$ cat config.mk
export PLATFORM = sky130hd
export DESIGN_NAME = draw_scheduler
export DESIGN_NICKNAME = d
export VERILOG_FILES = /design/src/rtl/draw_sched_pkg.sv /design/src/rtl/draw_scheduler_phase_watchdog.sv /design/src/rtl/draw_scheduler.sv
export SDC_FILE = /design/constraint.sdc
export NUM_CORES = 1
export LEC_CHECK = 0
export CAP_MARGIN = 20
export CORE_AREA = 2 2 70 72
export DETAILED_ROUTE_END_ITERATION = 6
export DIE_AREA = 0 0 72 74
export GPL_TIMING_DRIVEN = 0
export PLACE_DENSITY = 0.85
export SLEW_MARGIN = 15
export SYNTH_ARGS = -nofsm -noshare
export SYNTH_HDL_FRONTEND = slang
export SYNTH_SLANG_ARGS = --single-unit
export TNS_END_PERCENT = 100
$ cat constraint.sdc
create_clock -name clk -period 3.2 [get_ports clk]
set_input_delay 0.96 -clock clk [delete_from_list [all_inputs] [get_ports clk]]
set_output_delay 0.96 -clock clk [all_outputs]
set_load 0.05 [all_outputs]
$ cat src/rtl/draw_sched_pkg.sv
// Shared types and constants for the frame draw scheduler.
// Phase encoding doubles as the index into the per-source port vectors.
package draw_sched_pkg;

    typedef enum logic [1:0] {
        PH_CLEAR = 2'd0,
        PH_SNAKE = 2'd1,
        PH_ICON  = 2'd2
    } phase_e;

    typedef enum logic [1:0] {
        S_IDLE   = 2'd0,
        S_LAUNCH = 2'd1,
        S_RUN    = 2'd2,
        S_FINISH = 2'd3
    } sched_state_e;

    localparam int SCREEN_W = 640;
    localparam int SCREEN_H = 480;
    localparam int NSRC     = 3;

    function automatic logic [NSRC-1:0] phase_onehot(input phase_e p);
        return {{(NSRC-1){1'b0}}, 1'b1} << p;
    endfunction

endpackage

$ cat src/rtl/draw_scheduler_phase_watchdog.sv
// Per-phase cycle counter flagging when a phase has run MAX_CYCLES cycles.
// Only exists when SCHED_TIMEOUT_EN is defined, matching its single use site.
`ifdef SCHED_TIMEOUT_EN
module phase_watchdog #(
    parameter int MAX_CYCLES = 524288
) (
    input  logic clk,
    input  logic rst_n,
    input  logic clear,
    input  logic inc,
    output logic expired
);
    localparam int CW = (MAX_CYCLES > 2) ? $clog2(MAX_CYCLES) : 1;

    logic [CW-1:0] count_r;

    // Phase cycle counter; saturates at the limit so it never wraps.
    always_ff @(posedge clk or negedge rst_n) begin
        if (!rst_n) begin
            count_r <= {CW{1'b0}};
        end else if (clear) begin
            count_r <= {CW{1'b0}};
        end else if (inc && !expired) begin
            count_r <= count_r + {{(CW-1){1'b0}}, 1'b1};
        end else begin
            count_r <= count_r;
        end
    end

    assign expired = (count_r == CW'(MAX_CYCLES - 1));

endmodule
`endif

$ cat src/rtl/draw_scheduler.sv
// Frame sequencer and arbiter for the framebuffer write port: CLEAR, SNAKE, then ICON if dead.
// Define SCHED_TIMEOUT_EN to add a per-phase watchdog that forces a stuck phase to end.
module draw_scheduler
    import draw_sched_pkg::*;
#(
    parameter int X_W              = 10,
    parameter int Y_W              = 9,
    parameter int MAX_PHASE_CYCLES = 524288
) (
    input  logic                  clk,
    input  logic                  reset,
    input  logic                  frame_tick,
    input  logic                  dead,
    input  logic [NSRC-1:0]       src_valid,
    input  logic [NSRC*X_W-1:0]   src_x,
    input  logic [NSRC*Y_W-1:0]   src_y,
    input  logic [NSRC-1:0]       src_color,
    input  logic [NSRC-1:0]       src_done,
    output logic [NSRC-1:0]       src_start,
    output logic [NSRC-1:0]       src_ready,
    output logic [X_W-1:0]        x,
    output logic [Y_W-1:0]        y,
    output logic                  pixel_color,
    output logic                  pixel_we,
    output logic                  busy,
    output logic                  frame_done,
    output logic                  overrun,
    output logic                  timeout_err
);

    sched_state_e    state_r, state_s;
    phase_e          phase_r, phase_s;
    logic            dead_l_r, dead_l_s;

    logic [NSRC-1:0] phase_oh_s;
    logic            in_run_s;
    logic            accept_s;
    logic            active_done_s;
    logic            wd_expired_s;
    logic            phase_end_s;
    logic [X_W-1:0]  sel_x_s;
    logic [Y_W-1:0]  sel_y_s;
    logic            sel_color_s;

    logic [NSRC-1:0] src_start_r, src_ready_r;
    logic [X_W-1:0]  x_r;
    logic [Y_W-1:0]  y_r;
    logic            pixel_color_r, pixel_we_r, busy_r, frame_done_r;
    logic            overrun_r, timeout_err_r;

    assign phase_oh_s    = phase_onehot(phase_r);
    assign in_run_s      = (state_r == S_RUN);
    assign accept_s      = in_run_s & (|(src_valid & phase_oh_s));
    assign active_done_s = |(src_done & phase_oh_s);
    assign sel_color_s   = |(src_color & phase_oh_s);
    assign phase_end_s   = in_run_s & (active_done_s | wd_expired_s);

`ifdef SCHED_TIMEOUT_EN
    phase_watchdog #(
        .MAX_CYCLES (MAX_PHASE_CYCLES)
    ) u_phase_watchdog (
        .clk     (clk),
        .rst_n   (reset),
        .clear   (state_r == S_LAUNCH),
        .inc     (in_run_s),
        .expired (wd_expired_s)
    );
`else
    assign wd_expired_s = 1'b0;
`endif

    // Coordinate mux from the source that currently owns the port.
    always_comb begin
        sel_x_s = {X_W{1'b0}};
        sel_y_s = {Y_W{1'b0}};
        case (phase_r)
            PH_CLEAR: begin
                sel_x_s = src_x[0*X_W +: X_W];
                sel_y_s = src_y[0*Y_W +: Y_W];
            end
            PH_SNAKE: begin
                sel_x_s = src_x[1*X_W +: X_W];
                sel_y_s = src_y[1*Y_W +: Y_W];
            end
            PH_ICON: begin
                sel_x_s = src_x[2*X_W +: X_W];
                sel_y_s = src_y[2*Y_W +: Y_W];
            end
            default: begin
                sel_x_s = {X_W{1'b0}};
                sel_y_s = {Y_W{1'b0}};
            end
        endcase
    end

    // Next-state logic for the frame sequence.
    always_comb begin
        state_s  = state_r;
        phase_s  = phase_r;
        dead_l_s = dead_l_r;
        case (state_r)
            S_IDLE: begin
                if (frame_tick) begin
                    state_s  = S_LAUNCH;
                    phase_s  = PH_CLEAR;
                    dead_l_s = dead;
                end else begin
                    state_s = S_IDLE;
                end
            end
            S_LAUNCH: begin
                state_s = S_RUN;
            end
            S_RUN: begin
                if (phase_end_s) begin
                    case (phase_r)
                        PH_CLEAR: begin
                            state_s = S_LAUNCH;
                            phase_s = PH_SNAKE;
                        end
                        PH_SNAKE: begin
                            if (dead_l_r) begin
                                state_s = S_LAUNCH;
                                phase_s = PH_ICON;
                            end else begin
                                state_s = S_FINISH;
                            end
                        end
                        default: begin
                            state_s = S_FINISH;
                        end
                    endcase
                end else begin
                    state_s = S_RUN;
                end
            end
            S_FINISH: begin
                state_s = S_IDLE;
            end
            default: begin
                state_s = S_IDLE;
            end
        endcase
    end

    // State register.
    always_ff @(posedge clk or negedge reset) begin
        if (!reset) begin
            state_r  <= S_IDLE;
            phase_r  <= PH_CLEAR;
            dead_l_r <= 1'b0;
        end else begin
            state_r  <= state_s;
            phase_r  <= phase_s;
            dead_l_r <= dead_l_s;
        end
    end

    // Control outputs are registered from the next state so they line up with it.
    always_ff @(posedge clk or negedge reset) begin
        if (!reset) begin
            src_start_r  <= {NSRC{1'b0}};
            src_ready_r  <= {NSRC{1'b0}};
            busy_r       <= 1'b0;
            frame_done_r <= 1'b0;
            overrun_r    <= 1'b0;
        end else begin
            src_start_r  <= (state_s == S_LAUNCH) ? phase_onehot(phase_s) : {NSRC{1'b0}};
            src_ready_r  <= (state_s == S_RUN) ? phase_onehot(phase_s) : {NSRC{1'b0}};
            busy_r       <= (state_s != S_IDLE);
            frame_done_r <= (state_s == S_FINISH);
            overrun_r    <= overrun_r | (frame_tick & busy_r);
        end
    end

    // Pixel write path: one-cycle latency, coordinates hold between writes.
    always_ff @(posedge clk or negedge reset) begin
        if (!reset) begin
            x_r           <= {X_W{1'b0}};
            y_r           <= {Y_W{1'b0}};
            pixel_color_r <= 1'b0;
            pixel_we_r    <= 1'b0;
        end else if (accept_s) begin
            x_r           <= sel_x_s;
            y_r           <= sel_y_s;
            pixel_color_r <= sel_color_s;
            pixel_we_r    <= 1'b1;
        end else begin
            pixel_we_r    <= 1'b0;
        end
    end

    // Sticky watchdog error; a done in the expiring cycle wins over the timeout.
    always_ff @(posedge clk or negedge reset) begin
        if (!reset) begin
            timeout_err_r <= 1'b0;
        end else begin
`ifdef SCHED_TIMEOUT_EN
            timeout_err_r <= timeout_err_r | (in_run_s & ~active_done_s & wd_expired_s);
`else
            timeout_err_r <= 1'b0;
`endif
        end
    end

    assign src_start   = src_start_r;
    assign src_ready   = src_ready_r;
    assign x           = x_r;
    assign y           = y_r;
    assign pixel_color = pixel_color_r;
    assign pixel_we    = pixel_we_r;
    assign busy        = busy_r;
    assign frame_done  = frame_done_r;
    assign overrun     = overrun_r;
    assign timeout_err = timeout_err_r;

endmodule
Word level (Yosys, flattened, before mapping)
Index checks and enable logic that the tools add are counted.
{"block": "totals", "regBits": 35, "inputBits": 70, "output_inout_bits": 31, "wordCells": 51}
{"block": "classes", "eq_ne": 8, "shifts": 2, "mux": 15, "n_bitwise": 7, "n_reduce_logical": 7}
{"operator": "case mux 10 bit (3 select lines)", "count": 1}
{"operator": "case mux 9 bit (3 select lines)", "count": 1}
{"operator": "case mux 2 bit (2 select lines)", "count": 3}
{"operator": "== test 2 bit (second input constant)", "count": 5}
{"operator": "two-way mux 2 bit", "count": 5}
{"operator": "bitwise AND 3 bit", "count": 3}
{"operator": "OR reduction 3 bit", "count": 3}
{"operator": "case mux 2 bit (4 select lines)", "count": 1}
{"operator": "== test 2 x 1 -> 1 bit (second input constant)", "count": 3}
{"operator": "two-way mux 3 bit", "count": 2}
{"operator": "<< shifter 1 x 2 -> 3 bit (first input constant)", "count": 2}
{"operator": "zero test 2 bit", "count": 2}
{"operator": "bitwise AND 1 bit", "count": 3}
{"operator": "two-way mux 1 bit", "count": 2}
{"operator": "AND reduction 2 bit", "count": 1}
{"operator": "nonzero test 2 bit", "count": 1}
{"operator": "OR 1 bit", "count": 1}

Depth between registers and ports, before layout
Gate-level depths: netlist of the first run.
{"block": "logic_depth", "ltp_word": 8, "mapped_depth": 6, "mapped_depth_nobuf": 4}

Least setup slack after synthesis of the first run
No wires, ideal clock.
{"block": "synth_timing", "path_kind": "input to register", "from": "input src_valid[1]", "to": "register x_r[2], in the netlist x[2]", "setup_time_ps": 125, "t_arrival_ps": 1821, "t_required_ps": 3075, "slack_ps": 1254, "path_stages": 5, "path_buffers": 1, "cell_sequence": "mux2i_1 nor2_2 o21ai_4 buf_6 mux2_2"}
{"block": "synth_via", "elab_chain_cells": 3}
{"element": "start, declared", "line_no": "draw_scheduler.sv:14", "rtl": "input logic [NSRC-1:0] src_valid,"}
{"element": "bitwise AND 3 bit", "line_no": "draw_scheduler.sv:53", "rtl": "assign accept_s = in_run_s & (|(src_valid & phase_oh_s));"}
{"element": "OR reduction 3 bit", "line_no": "draw_scheduler.sv:53"}
{"element": "bitwise AND 1 bit", "line_no": "draw_scheduler.sv:53"}
{"element": "end signal, assigned", "line_no": "draw_scheduler.sv:179", "rtl": "x_r <= {X_W{1'b0}};"}
{"element": "end signal, assigned", "line_no": "draw_scheduler.sv:184", "rtl": "x_r <= sel_x_s;"}
{"element": "end, declared", "line_no": "draw_scheduler.sv:46", "rtl": "logic [X_W-1:0] x_r;"}
No other way between the ends.
A chain may end at the register's enable or synchronous reset.

Worst setup path after layout of the first run
{"block": "layout_timing", "from": "register x_r[6], in the netlist x[6]", "to": "output x[6]"}
{"element": "end, declared", "line_no": "draw_scheduler.sv:21", "rtl": "output logic [X_W-1:0] x,"}
No word-level cell between the ends.

==> results of run 1 <==
[flip-flops by register name, indices dropped and copies added, names as in the netlist, 2 cells and up]
register / cells
x: 10
state_r: 2
phase_r: 2
y: 9
src_ready: 3
src_start: 3
[final timing paths]
check                            from           end  slack [ps]  cells after the start
setup reg to reg           phase_r[0]          x[5]        1610                      6
hold reg to reg               overrun       overrun         460                      1
max in group asynchronous       reset          y[6]        1970                      1
min in group asynchronous       reset  src_ready[2]         740                      1
hold / removal                overrun       overrun         460                      1
setup / recovery                 x[6]          x[6]         780                      1
[per-layer routing]
| layer | up-vias | track usage, % | routed length, um |
|---|---|---|---|
| met5 | - | 0 | 0 |
| met4 | 0 | 5.45 | 56 |
| met3 | 8 | 6.10 | 320 |
| met2 | 53 | 32.5 | 2430 |
| met1 | 763 | 21.0 | 1840 |
| li1 | 781 | - | - |
[kinds of logic after synthesis]
group,after synthesis
DFF,35
muxes,43
AOI/OAI and AO/OA,31
buffers and inverters,16
and+or+nand+nor,40
other,1
[cells in the final DEF (no fill, tap or decap), types with 4 or more instances in the layout]
cell	synthesis	routed
clkbuf_8	0	6
clkdlybuf4s50_1	0	98
mux2i_1	22	22
mux2_2	12	12
mux2_4	9	9
nand2_1	24	24
o21ai_0	23	23
inv_1	5	5
dfrtp_1	35	35
clkbuf_1	4	4
[through the flow]
step	std cells	setup slack, ps	utilization (%)	instance area (sq um)
after floorplan	166	1250	-	1840
after global placement	319	441	62.9	2890
after detailed placement	319	700	62.8	2890
after CTS	326	762	64.7	2980
after global routing	326	734	64.7	2980
final	326	781	64.7	2980
[area by class of cell]
class	count	area share [%]
sequential	35	29.4
multi-input combinational	115	29.1
clock inverter	1	0.168
timing repair buffer	99	33.1
clock buffer	6	2.77
inverter	5	0.631
buffer	11	2.48
tap	54	2.27
[where the power goes]
part / internal, mW / total, mW / switching [mW]
Clock: 0.169 / 0.320 / 0.152
Sequential: 0.635 / 0.725 / 0.0898
Combinational: 0.735 / 1.76 / 1.02
Total: 1.54 / 2.80 / 1.26
==> summary.txt, run 1 <==
Placement
  – HPWL after detailed placement: 3610 um
  – PortBufs: 99
  – GPL Wtd Cong: 0.799

Finish
  – P&R area growth vs syn: 62.2%
  – Share of cells above drive strength 1: around 15%
  – Register area: around 900 sq um
  – Fillers: 385
  – Antenna Cells: 0
  – Final net count: 342
  – Multi-input logic area: 867 sq um

Timing
  – Unrepaired setup endpoints after global routing: false
  – Setup TNS: 0 ps
  – Final hold slack: 462 ps
  – Period utilisation layout: 75.6%
  – Worst Skew: roughly 4.5 ps
  – Pins Over Slew Limit: 0
  – Worst slew pin tran: 759 ps
  – Hold Fails Final Rpt: 0
  – Slew HR: 49.4%
  – Fmax: 413 MHz
  – Setup violation total in the final timing report: 0
  – Fin crit period: 2420 ps

Job
  – Max capacitance violation total: 0

Power
  – Leakage: 1.29 nW
  – Peak VDD IR: 0.000534 V
  – Pwr Density: 941 nW/um^2
  – Overall Power: roughly 2.8 mW

Synthesis
  – Synthesized area: ~1800 sq um
  – Syn_nets: roughly 240
  – Yosys reg bits: 35
  – Area contributors post-synth: dfrtp_1, mux2i_1, mux2_4, mux2_2, o21ai_0
  – Yosys top cell area share: 47.7%
  – Post-synth cell types: 31
  – Cells after synthesis: 166
  – Synth Area in Compound Gates: 9.68%
  – EDFF count, synth: 0
  – Simple-Gate Fraction of Synth Area: 10.6%
  – Synth Area in Adders: 0%
  – Cell taking the most area after synthesis: dfrtp_1
  – Post-synthesis sequential area ratio: about 48%
  – Post-synth ARST share: 100%
  – Synth Area in XOR/XNOR: 0%
  – Largest family of logic cells by synthesized area: multiplexers
  – Top FF cell, synth: dfrtp_1
  – YS warnings: 0
  – Count leader, synth: dfrtp_1
  – Synth top cells by count: dfrtp_1, nand2_1, o21ai_0, mux2i_1, mux2_2
  – Syn Area/Cell: about 11 sq um
  – Post-synthesis mux area share: 26.7%

Global route
  – Number of global-route vias before repair: roughly 1.6k
  – Overflow after GRT: 0
  – Initial antenna violation count: 0
  – First-pass GRT wire length: 7490 um
  – Total GRT Usage: 18.3%
  – Largest net degree at the start of global routing: 36

Clock network
  – Post-CTS Setup Repair Bufs: 0
  – Root buf cell: clkbuf_8
  – CTS buffer count: 5
  – Skew-Pair Late Insertion Delay: 280 ps
  – Post_cts resized: 0
  – CTS max path bufs: 2
  – CTS Hold Bufs: 0
  – CTS tree: built
  – Clock Sinks: 35
  – H-Tree Depth: 2
  – Clock slew at reported path FFs: around 70 ps

Floorplanning
  – Initial Utilization: 39.9%
  – Core area: 4600 sq um
  – Die height: about 74 um
  – I/O pin total: a little over 100
  – Die ar.: 5330 sq um
  – Row cnt: 25
  – Chip width: 72 um

Drt
  – Drc violations: 0
  – Pre-antenna DRT Iters: 3
  – Routed WL: 4650 um
  – DR vias: 1605
  – WL per Instance: ~14 um
  – DR iter-0 viols: 28
  – Final ANT Viol Nets: 0
  – Routed vias/inst: 4.92

Min path
  – Hold Path Class: register to register

Critical path
  – Critical Path End Type: output pin
  – Worst EP arrival: roughly 1500 ps
  – CP cell instances: clkdlybuf4s50_1
  – Crit path required time: between 2000 and 2500 ps
  – Critical path's largest stage delay: 820 ps
  – Slowest CP cell: clkdlybuf4s50_1
  – CP bufs+invs: 1
  – Crit start category: register
  – Critical path class: register to output pin
  – Critical path's top delay family: buffers and inverters
  – Crit path max fanout: 2

Run status
  – Outcome: finished, final reports clean
Note: power is estimated with default switching activity, not from simulation.
==> inputs of run 2 (changes only) <==
Settings changed: CORE_AREA 2 2 70 72 to 2 2 72 74, DIE_AREA 0 0 72 74 to 0 0 74 76, PLACE_DENSITY 0.85 to 0.81.
Clock period 3.2 ns to 2.47 ns, I/O delays scaled along.
==> run 2 against run 1 <==
First-iteration DRC count up 64%. Flip-flop and latch count unchanged. Utilization down 3.0 points. Routed wire length up 3.8%. Sequential power up 30%. Clock power up 53%. Setup slack worse by 530 ps. Sequential share of layout area down 0.53 points. Global-route usage down 0.93 points. Total power up 33%. Clock-buffer cell count unchanged. Critical path depth unchanged. Largest power group unchanged.
==> summary.txt, run 2 (same netlist as run 1, synthesis figures left out) <==
Run status
  – Outcome: finished, final reports clean

Critical path
  – Slowest CP cell: clkdlybuf4s50_1
  – Worst EP arrival: 1480 ps (+20 ps)
  – Critical path's largest stage delay: 830 ps (about the same)
  – Crit path max fanout: 2 (unchanged)
  – Critical path's top delay family: buffers and inverters
  – Crit start category: register
  – Crit path required time: 1730 ps (-510 ps)
  – Critical path class: register to output pin
  – Critical Path End Type: output pin
  – CP bufs+invs: 1 (unchanged)
  – CP cell instances: clkdlybuf4s50_1

Global route
  – Number of global-route vias before repair: 1618 (-1.2%)
  – Initial antenna violation count: 0 (unchanged)
  – Largest net degree at the start of global routing: 34 (-5.6%)
  – First-pass GRT wire length: 7510 um (+0.28%)
  – Total GRT Usage: 17.3% (-0.93 points)
  – Overflow after GRT: 0 (unchanged)

Drt
  – Drc violations: 0 (unchanged)
  – DR iter-0 viols: 46 (+64%)
  – Routed vias/inst: 4.73 (-4.0%)
  – Final ANT Viol Nets: 0 (unchanged)
  – Pre-antenna DRT Iters: 4 (+1)
  – DR vias: 1621 (+1.0%)
  – Routed WL: 4830 um (+3.8%)
  – WL per Instance: 14.1 um (-1.3%)

Finish
  – P&R area growth vs syn: 65.2%
  – Max reg flops: 10 (unchanged)
  – Commonest non-fill, non-tap cell in the layout: clkdlybuf4s50_1
  – Share of cells above drive strength 1: 14.7% (-0.054 points)
  – Antenna Cells: 0 (unchanged)
  – Fin util: 61.7% (-3.0 points)
  – Final net count: 343 (+0.29%)
  – Most frequent cells in the layout: clkdlybuf4s50_1, dfrtp_1, nand2_1

Power
  – Combinational power share: 61.6% (-1.1 points)
  – Seq pwr share: 25.3% (-0.6 points)
  – Pwr Density: 1230 nW/um^2 (+31%)
  – Cell internal pwr: 2.08 mW (+35%)
  – Leakage: 1.30 nW (+1.1%)
  – Peak VDD IR: 0.000610 V (+14%)
  – Clock power share: 13.1% (+1.7 points)
  – Overall Power: 3.73 mW (+33%)
  – Sw power: 1.66 mW (+31%)
  – Sw Share: 44.4% (-0.65 points)

Clock network
  – Post-CTS Setup Repair Bufs: 0 (unchanged)
  – CTS tree: built
  – Skew-Pair Late Insertion Delay: 290 ps (about the same)
  – CTS max path bufs: 2 (unchanged)
  – H-Tree Depth: 2 (unchanged)
  – CTS Hold Bufs: 0 (unchanged)
  – CTS buffer count: 5 (unchanged)
  – Clock Sinks: 35 (unchanged)
  – Root buf cell: clkbuf_8
  – Post_cts resized: 0 (unchanged)
  – Clock slew at reported path FFs: 70 ps (about the same)

Floorplanning
  – I/O pin total: 101 (unchanged)
  – Row cnt: 26 (+4.0%)
  – Core area: 4910 sq um (+6.8%)
  – Chip width: 74 um (+2.8%)
  – Die height: 76 um (+2.7%)
  – Initial Utilization: 37.4% (-2.6 points)
  – Die ar.: 5620 sq um (+5.6%)

Timing
  – Slew HR: 64.1% (+15 points)
  – Final hold slack: 250 ps (-213 ps)
  – Setup violation total in the final timing report: 0 (unchanged)
  – Fin worst setup slack: 248 ps (-534 ps)
  – Fmax: 450 MHz
  – Pins Over Slew Limit: 0 (unchanged)
  – Period utilisation layout: 90.0%
  – Worst slew pin tran: 537 ps (-223 ps)
  – Unrepaired setup endpoints after global routing: false
  – Worst Skew: 6.00 ps (+1.54 ps)
  – Hold Fails Final Rpt: 0 (unchanged)
  – Setup TNS: 0 ps (unchanged)
  – Fin crit period: 2220 ps

Placement
  – HPWL after detailed placement: 3730 um (+3.2%)
  – GPL Wtd Cong: 0.817 (+2.2%)
  – Pre-CTS setup slack: 145 ps (-555 ps)
  – PortBufs: 99 (unchanged)

Job
  – Max capacitance violation total: 0 (unchanged)

Min path
  – Hold Path Class: input port to async pin
[run 2: cell types whose count changed in the layout (fill, tap and decap cells not counted), sizes merged]
cell,before,now
clkinv,1,0
buf,8,9
bufinv,0,1
[run 2: cell type report]
cell class / count / area [sq um]
Buffer: 11 / 73.8
Clock buffer: 6 / 72.6
Clock inverter: 1 / 30.0
Fill cell: 414 / 1880
Inverter: 5 / 18.8
Multi-Input combinational cell: 115 / 867
Sequential cell: 35 / 876
Tap cell: 70 / 87.6
Timing Repair Buffer: 100 / 1010
[run 2: power groups by stage]
stage          clock network (mW)  registers (mW)  logic, mW
2_1_floorplan                   0            1.69      0.835
3_3_place_gp                    0           0.940       2.27
3_5_place_dp                    0           0.952       2.31
4_1_cts                     0.503           0.943       2.32
5_1_grt                     0.521           0.970       2.43
6_report                    0.490           0.943       2.30
[run 2: per-stage QoR]
stage                     instance area (sq um)  cells
after global routing                       3030    343
after detailed placement                   2930    336
final                                      3030    343
after global placement                     2910    335
after floorplan                            1840    166
after CTS                                  3030    343
[run 2: final timing paths]
check / slack [ps] / from / depth (start not counted) / to
min reg2reg: 470 / overrun / 1 / overrun
min in group clk: 470 / overrun / 1 / overrun
max reg2reg: 860 / phase_r[0] / 6 / x[3]
max: 250 / x[9] / 1 / x[9]
min: 250 / reset / 1 / src_start[0]
max in group asynchronous: 1860 / reset / 2 / x[2]
[run 2: layer usage]
metal | track usage [%] | share of wire (%) | vias up
met2 | 28.7 | 51 | 61
met4 | 6.73 | 1.4 | 0
li1 | - | - | 779
met5 | 0 | 0 | -
met3 | 5.42 | 8.4 | 7
met1 | 20.6 | 40 | 774
